===== src/rtl/memory_island_port_arbiter.sv =====
// memory_island_port_arbiter
//   Lets NumReq mem-style requesters share one request port of the memory
//   island core. The arbiter is round-robin. A requester that has been offered
//   the port but not yet granted by the core keeps it (lock) until the core
//   grants. Each issued request pushes the requester index into an in-order
//   tracking FIFO. Each core response pops the FIFO head and is routed back to
//   that requester in the same cycle.
//
// Ports
//   clk_i, rst_i            clock; asynchronous active-high reset
//   req_i/gnt_o             per-requester request and grant (grant is one-hot or zero)
//   addr_i/we_i/wdata_i/strb_i   packed per-requester request payloads
//   rvalid_o/rdata_o        per-requester response valid; data broadcast to all
//   out_*                   single core-side request/response port
//   outstanding_o           granted-but-unanswered request count
//   busy_o                  outstanding work or an active core request
//   err_o                   sticky protocol error (lock dropped, or stray response)
module memory_island_port_arbiter #(
  parameter int unsigned NumReq         = 4,
  parameter int unsigned AddrWidth      = 32,
  parameter int unsigned DataWidth      = 64,
  parameter int unsigned MaxOutstanding = 4,
  localparam int unsigned StrbWidth     = DataWidth / 8,
  localparam int unsigned IdxWidth      = (NumReq > 1) ? $clog2(NumReq) : 1,
  localparam int unsigned CntWidth      = $clog2(MaxOutstanding + 1),
  localparam int unsigned PtrWidth      = (MaxOutstanding > 1) ? $clog2(MaxOutstanding) : 1
) (
  input  logic                          clk_i,
  input  logic                          rst_i,
  input  logic [NumReq-1:0]             req_i,
  output logic [NumReq-1:0]             gnt_o,
  input  logic [NumReq*AddrWidth-1:0]   addr_i,
  input  logic [NumReq-1:0]             we_i,
  input  logic [NumReq*DataWidth-1:0]   wdata_i,
  input  logic [NumReq*StrbWidth-1:0]   strb_i,
  output logic [NumReq-1:0]             rvalid_o,
  output logic [DataWidth-1:0]          rdata_o,
  output logic                          out_req_o,
  input  logic                          out_gnt_i,
  output logic [AddrWidth-1:0]          out_addr_o,
  output logic                          out_we_o,
  output logic [DataWidth-1:0]          out_wdata_o,
  output logic [StrbWidth-1:0]          out_strb_o,
  input  logic                          out_rvalid_i,
  input  logic [DataWidth-1:0]          out_rdata_i,
  output logic [CntWidth-1:0]           outstanding_o,
  output logic                          busy_o,
  output logic                          err_o
);

  typedef enum logic {ST_IDLE, ST_LOCKED} state_e;

  state_e                r_state;
  state_e                w_state_next;
  logic [IdxWidth-1:0]   r_sel;
  logic [IdxWidth-1:0]   w_sel_next;
  logic [IdxWidth-1:0]   r_rr_ptr;
  logic [CntWidth-1:0]   r_count;
  logic [PtrWidth-1:0]   r_wr_ptr;
  logic [PtrWidth-1:0]   r_rd_ptr;
  logic                  r_err;
  logic [IdxWidth-1:0]   r_fifo [MaxOutstanding];

  logic [IdxWidth-1:0]   w_cand [NumReq];
  logic [AddrWidth-1:0]  w_addr_arr [NumReq];
  logic [DataWidth-1:0]  w_wdata_arr [NumReq];
  logic [StrbWidth-1:0]  w_strb_arr [NumReq];
  logic [IdxWidth-1:0]   w_scan_sel;
  logic                  w_scan_hit;
  logic [IdxWidth-1:0]   w_sel;
  logic [IdxWidth-1:0]   w_head;
  logic                  w_full;
  logic                  w_empty;
  logic                  w_locked;
  logic                  w_lock_err;
  logic                  w_out_req;
  logic                  w_issue;
  logic                  w_resp;
  logic                  w_stray;

  function automatic logic [PtrWidth-1:0] ptr_inc(input logic [PtrWidth-1:0] p);
    return (p == PtrWidth'(MaxOutstanding - 1)) ? '0 : p + 1'b1;
  endfunction

  // Candidate order for the round-robin scan: rr_ptr, rr_ptr+1, ... with wrap.
  // Payloads are unpacked into arrays so the output mux indexes by requester.
  for (genvar gi = 0; gi < NumReq; gi++) begin : g_req
    assign w_cand[gi]      = IdxWidth'((32'(r_rr_ptr) + 32'(gi)) % 32'(NumReq));
    assign w_addr_arr[gi]  = addr_i[gi*AddrWidth +: AddrWidth];
    assign w_wdata_arr[gi] = wdata_i[gi*DataWidth +: DataWidth];
    assign w_strb_arr[gi]  = strb_i[gi*StrbWidth +: StrbWidth];
  end

  // Scan in reverse so the candidate nearest rr_ptr is the last one written
  // and therefore wins.
  always_comb begin
    w_scan_hit = 1'b0;
    w_scan_sel = '0;
    for (int k = NumReq - 1; k >= 0; k--) begin
      if (req_i[w_cand[k]]) begin
        w_scan_hit = 1'b1;
        w_scan_sel = w_cand[k];
      end
    end
  end

  assign w_locked   = (r_state == ST_LOCKED);
  assign w_full     = (r_count == CntWidth'(MaxOutstanding));
  assign w_empty    = (r_count == '0);
  assign w_head     = r_fifo[r_rd_ptr];
  assign w_sel      = w_locked ? r_sel : w_scan_sel;
  // A locked requester that withdraws its request is a protocol error.
  // The core request is also suppressed that cycle, so the core cannot accept
  // a request that has no grant behind it.
  assign w_lock_err = w_locked && !req_i[r_sel];
  assign w_out_req  = !rst_i && !w_full && !w_lock_err && (w_locked || w_scan_hit);
  assign w_issue    = w_out_req && out_gnt_i;
  assign w_resp     = !rst_i && out_rvalid_i && !w_empty;
  assign w_stray    = out_rvalid_i && w_empty;

  for (genvar gi = 0; gi < NumReq; gi++) begin : g_out
    assign gnt_o[gi]    = w_issue && (w_sel == IdxWidth'(gi));
    assign rvalid_o[gi] = w_resp && (w_head == IdxWidth'(gi));
  end

  // The payload and response data are forced to 0 while reset is high,
  // so every output is quiet during reset.
  assign out_req_o     = w_out_req;
  assign out_addr_o    = rst_i ? '0 : w_addr_arr[w_sel];
  assign out_we_o      = !rst_i && we_i[w_sel];
  assign out_wdata_o   = rst_i ? '0 : w_wdata_arr[w_sel];
  assign out_strb_o    = rst_i ? '0 : w_strb_arr[w_sel];
  assign rdata_o       = rst_i ? '0 : out_rdata_i;
  assign outstanding_o = r_count;
  assign busy_o        = (r_count != '0) || w_out_req;
  assign err_o         = r_err;

  // Lock FSM: next-state logic.
  always_comb begin
    w_state_next = r_state;
    w_sel_next   = r_sel;
    case (r_state)
      ST_IDLE: begin
        if (w_out_req && !out_gnt_i) begin
          w_state_next = ST_LOCKED;
          w_sel_next   = w_scan_sel;
        end
      end
      ST_LOCKED: begin
        if (w_lock_err || w_issue) begin
          w_state_next = ST_IDLE;
        end
      end
      default: w_state_next = ST_IDLE;
    endcase
  end

  always_ff @(posedge clk_i or posedge rst_i) begin
    if (rst_i) begin
      r_state  <= ST_IDLE;
      r_sel    <= '0;
      r_rr_ptr <= '0;
      r_count  <= '0;
      r_wr_ptr <= '0;
      r_rd_ptr <= '0;
      r_err    <= 1'b0;
    end else begin
      r_state <= w_state_next;
      r_sel   <= w_sel_next;
      if (w_lock_err || w_stray) begin
        r_err <= 1'b1;
      end
      if (w_issue) begin
        r_rr_ptr <= (w_sel == IdxWidth'(NumReq - 1)) ? '0 : w_sel + 1'b1;
        r_wr_ptr <= ptr_inc(r_wr_ptr);
      end
      if (w_resp) begin
        r_rd_ptr <= ptr_inc(r_rd_ptr);
      end
      // A push and a pop in the same cycle leave the count unchanged.
      case ({w_issue, w_resp})
        2'b10:   r_count <= r_count + 1'b1;
        2'b01:   r_count <= r_count - 1'b1;
        default: r_count <= r_count;
      endcase
    end
  end

  // Tracking storage holds no state that matters after reset, because the
  // pointers are cleared. It therefore needs no reset.
  always_ff @(posedge clk_i) begin
    if (w_issue) begin
      r_fifo[r_wr_ptr] <= w_sel;
    end
  end

endmodule

===== config.mk =====
export PLATFORM = sky130hd
export DESIGN_NAME = memory_island_port_arbiter
export DESIGN_NICKNAME = d
export VERILOG_FILES = /design/src/rtl/memory_island_port_arbiter.sv
export SDC_FILE = /design/constraint.sdc
export NUM_CORES = 1
export LEC_CHECK = 0
export ABC_AREA = 1
export CORE_AREA = 10 10 253 255
export CTS_BUF_LIST = sky130_fd_sc_hd__clkbuf_8 sky130_fd_sc_hd__clkbuf_16
export DETAILED_ROUTE_END_ITERATION = 10
export DIE_AREA = 0 0 263 265
export PLACE_DENSITY = 0.41
export SLEW_MARGIN = 30
export SYNTH_ARGS = -nofsm -noshare
export SYNTH_HDL_FRONTEND = slang
export SYNTH_SLANG_ARGS = --single-unit

===== constraint.sdc =====
create_clock -name clk_i -period 3.6 [get_ports clk_i]
set_clock_uncertainty 0.2 [all_clocks]
set_input_delay 0.9 -clock clk_i [delete_from_list [all_inputs] [get_ports clk_i]]
set_output_delay 0.9 -clock clk_i [all_outputs]
set_load 0.03 [all_outputs]

Word level (Yosys, flattened, before mapping)
Memory sizes are Yosys's and may differ from the RTL's.
Index checks and enable logic that the tools add are counted.
- flip-flop bits (word level): 13
- memory bits (writable): 8
- bits of input ports: 492
- output and inout port bits: 183
- logic and storage cells: 113
- memories kept: 1
- memories (name ; depth ; width ; rd ports ; clocked after Yosys merged registers in ; wr ports ; RTL line ; source):
    r_fifo ; 4 ; 2 ; 1 ; 0 ; 1 ; 62 ; logic [IdxWidth-1:0] r_fifo [MaxOutstanding];
- $add $sub $neg: 8
- order comparisons: 7
- equality and inequality tests: 11
- muxes and demuxes: 43
- bitwise gates (word level): 2
- reduce and logical (&&, ||, !) cells: 34
- operator list (operator ; count):
    2-to-1 mux 64 bit ; 4
    binary-select mux 64 bit (select 2 bit) ; 1
    2-to-1 mux 32 bit ; 3
    binary-select mux 32 bit (select 2 bit) ; 1
    2-to-1 mux 8 bit ; 3
    logical AND 1 bit ; 18
    < comparator 2 x 3 -> 1 bit, second input constant ; 6
    binary-select mux 8 bit (select 2 bit) ; 1
    2-to-1 mux 2 bit ; 8
    == test 2 bit, second input constant ; 7
    2-to-1 mux 1 bit ; 14
    binary-select mux 1 bit (select 2 bit) ; 6
    adder 2 x 1 -> 2 bit, second input constant ; 4
    == test 2 x 1 -> 1 bit, second input constant ; 3
    zero test 1 bit ; 6
    case mux 3 bit (2 select lines) ; 1
    adder 2 bit, second input constant ; 2
    zero test 2 bit ; 2
    logical OR 1 bit ; 4
    adder 3 x 1 -> 3 bit, second input constant ; 1
    == test 3 bit, second input constant ; 1
    >= comparator 3 bit, second input constant ; 1
    zero test 3 bit ; 1
    NOT 2 -> 3 bit ; 1
    6 further kinds ; 6

Longest topological paths before layout
- word-level depth: 13
- mapped depth: 16
- depth with buffers taken out: 15

Least setup slack after synthesis
No wires, ideal clock.
- path kind: input port to output port
- start point: input req_i[1]
- end point: output gnt_o[3]
- data arrival time: 2606 ps
- data required time: 2500 ps
- setup slack: -106 ps
- stages on the path: 13
- buffers on the path: 2
- path through: inv_1 o21ai_2 nand2_1 nand3_1 nand3_1 nand3_2 nand2_2 buf_6 buf_2 inv_1 ha_1 inv_1 nor2_1
- elaborated cells between the ends (all ways): 28
- classes of those cells: eq/ne (1); mux (19); reduce/logical (8)
- RTL lines (item ; RTL line ; source):
    from (decl) ; 30 ; input logic [NumReq-1:0] req_i,
    binary-select mux 1 bit (select 2 bit) ; 100 ; if (req_i[w_cand[k]]) begin
    2-to-1 mux 1 bit (implied by the code) ; 100 ;
    2-to-1 mux 2 bit (3 in series) ; 100 ;
    2-to-1 mux 2 bit (*) ; 100 ;
    2-to-1 mux 2 bit (*) ; 111 ; assign w_sel = w_locked ? r_sel : w_scan_sel;
    net w_sel[0] ; 70 ; logic [IdxWidth-1:0] w_sel;
    == test 2 bit (*) ; 122 ; assign gnt_o[gi] = w_issue && (w_sel == IdxWidth'(gi));
    logical AND 1 bit (*) ; 122 ;
    to (decl) ; 31 ; output logic [NumReq-1:0] gnt_o,
Mark *: on every way through the listed nets, which the timed path passes. The rest lies on a longest branch. The select of a mux whose other input is x is not followed.

Final worst setup path
- start point: input req_i[1]
- end point: output out_addr_o[17]
- word-level cells in the longest chain between the ends: 12
- elaborated cells between the ends (all ways): 18
- classes of those cells: mux (17); bitwise (1)
- ends and longest elaborated chain (item ; RTL line ; source):
    binary-select mux 1 bit (select 2 bit) ; 100 ;
    2-to-1 mux 1 bit (implied by the code) ; 100 ;
    2-to-1 mux 2 bit (3 in series) ; 100 ;
    2-to-1 mux 2 bit (*) ; 100 ;
    2-to-1 mux 2 bit (*) ; 111 ;
    NOT 2 -> 3 bit (implied by the code) (*) ; 129 ; assign out_addr_o = rst_i ? '0 : w_addr_arr[w_sel];
    binary-select mux 32 bit (select 2 bit) (*) ; 129 ;
    2-to-1 mux 32 bit (implied by the code) (*) (2 in series) ; 129 ;
    2-to-1 mux 32 bit (*) ; 129 ;
    to (decl) ; 40 ; output logic [AddrWidth-1:0] out_addr_o,
Every way passes the cells marked *; elsewhere a longest branch is shown, timed or not. The select of a mux whose other input is x is not followed.

==> results.cfg <==
[status]
status = finished, violations left
violations = negative setup slack

[setup_path]
r2r_slack_ps = -50
critPathLaunchType = input pin
crit_fanout = 6
reg2reg_from = r_rr_ptr[0]
cp-end-kind = primary output
cp_data_arrival_time_ps = 2800
rr_worst_depth = 23
path_class = in -> out
cp.required_ps = 2500
r2r_end = outstanding_o[2]

[floorplan]
chipWidth_um = 263
io_pins = 675
core-area_mm2 = 0.0588
die_area_mm2 = 0.0697
start_util_pct = 12.4
die_y_um = 265
core.rowCount = 89

[drt]
vias_per_cell = 4.17
post-route-drc-count = 0
first_pass_iters = 5
drtIter0Drc = 633
postRouteAntennaNets = 0
vias = 12568
totalWireLength_um = 63300
wl_per_cell_um = 21.0

[timing]
fin_crit_sh_pct = 108
fin_ws_ps = -302
rsz0062_at_grt = true
setup_viol = 112
fmax_mhz = 256
tightest_slew_ps = 531
layout_min_cycle_time_ps = 3900
slew_violations = 0
final_hold_viol_count = 0
slew_headroom_pct = 64.6

[logic_synthesis]
synth_area_per_cell_um2 = 4.96
ys_warn_count = 0
synth_cell_types = 31
synth_nets = 1969
netlist_instances = 1466
syn-cell-area_mm2 = 0.00728
ys_ff_latch = 21
seq_area_frac_synth_pct = 7.77

[clock_network]
cts-root-buf = clkbuf_16
cts_inserted_buffers = 3
clk_pin_slew_ps = 60
htree_levels = 1
clock_sinks = 21
cts.path.max_buffers = 2
clkLatencyLatePin_ps = 260
cts_tree = built

[worst_hold_path]
hold_start = err_o
worstHoldEndpoint = err_o
holdPathStages = 1
hold_class = reg -> reg

[pwr]
peakVddDrop_mv = 0.793
p_per_area_mw_per_mm2 = 1310
p_seq_share_pct = 1.8
leakage_nw = 9.61
swShare_pct = 52.0
finalPower_mw = 26.5
power_frac_comb_pct = 97.3
internal-power_mw = 12.7
p_sw_mw = 13.8
clockPowerShare_pct = 0.9

[place]
port_buffers = 674
place_congestion = 0.915
post-dp-hpwl_um = 45900

[global_routing]
grt-ovfl-total = 0
grt_start_max_net_pins = 83
grt_usage_pct = 16.6
grt_pass1_wl_um = 88800
antenna_found_initial = 17
first_global_vias = 13155

[layout]
drive_gt1_share_pct = 35.6
syn_to_final_growth_pct = 178
fin_nets = 2737
final_util_pct = 34.4

[run]
max_cap_viol_count = 0
[Yosys cell counts, drive strengths merged]
master | instances | area [µm²]
inv | 412 | 1550
buf | 67 | 398
fa | 1 | 20.0
xor2 | 1 | 8.76
or2 | 1 | 6.26
nand3b | 105 | 788
ha | 10 | 125
a211o | 1 | 8.76
nand3 | 333 | 1680
nor3 | 1 | 5.00
a211oi | 1 | 7.51
a32oi | 1 | 8.76
a21oi | 107 | 536
nand2 | 256 | 963
o21ai | 15 | 90.1
xnor2 | 2 | 25.0
nor2 | 84 | 318
clkbuf | 45 | 169
dfrtp | 13 | 325
o211ai | 1 | 7.51
clkinv | 1 | 3.75
edfxtp | 8 | 240
[critical path: stages]
cell and delay, ps:
buf_8 80, inv_6 30, o21ai_4 140, buf_6 120
nor2_2 40, nor2_2 100, nand3_2 110, nand3_4 140
buf_12 130, nand2_8 110, buf_8 170, buf_12 130
buf_16 140, nand2_2 70, nand3_2 70, a21oi_2 160
buf_6 160
[flip-flops by register name, indices dropped and copies added, names as in the netlist]
name           count
r_state            1
outstanding_o      3
r_rd_ptr           2
r_fifo             8
r_wr_ptr           2
r_sel              2
err_o              1
r_rr_ptr           2
[power by group through the flow]
stage / Combinational [mW] / Sequential (mW) / Clock (mW)
after floorplan: 8.88 / 0.463 / 0
after global placement: 16.1 / 0.472 / 0
after detailed placement: 16.1 / 0.473 / 0
after CTS: 23.8 / 0.477 / 0.246
after global routing: 27.3 / 0.485 / 0.254
final: 25.8 / 0.468 / 0.241
[layout by cell type (no fill, tap or decap), drive strengths merged]
master and count:
diode 7, clkbuf 7, dfrtp 13, nand3b 105, a21oi 107, a211o 1
nand2 257, buf 336, inv 413, edfxtp 8, a211oi 1, xor2 1
or2 1, a32oi 1, clkdlybuf4s50 531, clkinv 1, nand3 333, xnor2 2
bufbuf 3, nor2 84, o211ai 1, ha 10, nor3 1, fa 1
o21ai 15
[kinds of logic (layout without fill, tap and decap cells)]
family | after synthesis | in the layout | synth area share, %
flip-flops | 21 | 21 | 7.77
buffers and inverters | 525 | 1291 | 29.1
XOR/XNOR | 3 | 3 | 0.464
other | 0 | 7 | 0
adder cells (fa/ha/maj) | 11 | 11 | 1.99
AO/OA/AOI/OAI | 126 | 126 | 9.04
AND/OR/NAND/NOR | 780 | 781 | 51.6
[worst max path at each step]
| stage | slack, ps | startpoint | end | cells after the start |
|---|---|---|---|---|
| finish | -300 | req_i[1] | out_addr_o[17] | 17 |
| global route | -400 | r_rr_ptr[0] | out_addr_o[25] | 17 |
| CTS | -300 | req_i[3] | out_addr_o[2] | 17 |
| detailed placement | -730 | req_i[2] | out_wdata_o[63] | 15 |
| global placement | -750 | req_i[0] | out_wdata_o[63] | 16 |
| floorplan | 9 | req_i[1] | out_strb_o[0] | 12 |
[what timing repair did]
item,CTS,global route
buffers inserted,49,11
cloned,34,4
setup endpoints to repair,109,113
pin swaps,96,95
hold buffers,0,0
endpoints found under the hold margin,0,0
gates resized for setup,394,322
[area by class of cell]
class | instances | area (µm²)
multi-input cells | 921 | 7010
diodes | 7 | 17.5
well taps | 773 | 967
inverters | 413 | 1570
flip-flops and latches | 21 | 567
clock inverters | 1 | 5.00
repair buffers | 874 | 10000
fillers | 6165 | 38600
clock buffers | 3 | 75.1
[layer usage]
metal	global-route usage (%)	routed length [µm]	vias up
met4	4.50	1440	18
li1	-	-	6047
met5	0	121	-
met1	18.4	24100	5903
met2	30.6	32800	519
met3	4.62	4780	81
[stage by stage]
stage	instance area [µm²]	hold WS (ps)	setup TNS [ps]	std cells	worst slack, ps
2_1_floorplan	7470	329	0	1466	9.35
3_3_place_gp	15900	265	-68840	2912	-748
3_5_place_dp	15900	272	-69950	2912	-735
4_1_cts	18800	290	-26290	2997	-302
5_1_grt	20200	304	-36460	3013	-401
6_report	20200	290	-24640	3013	-302
No activity file was read; power rests on OpenSTA's default activity.
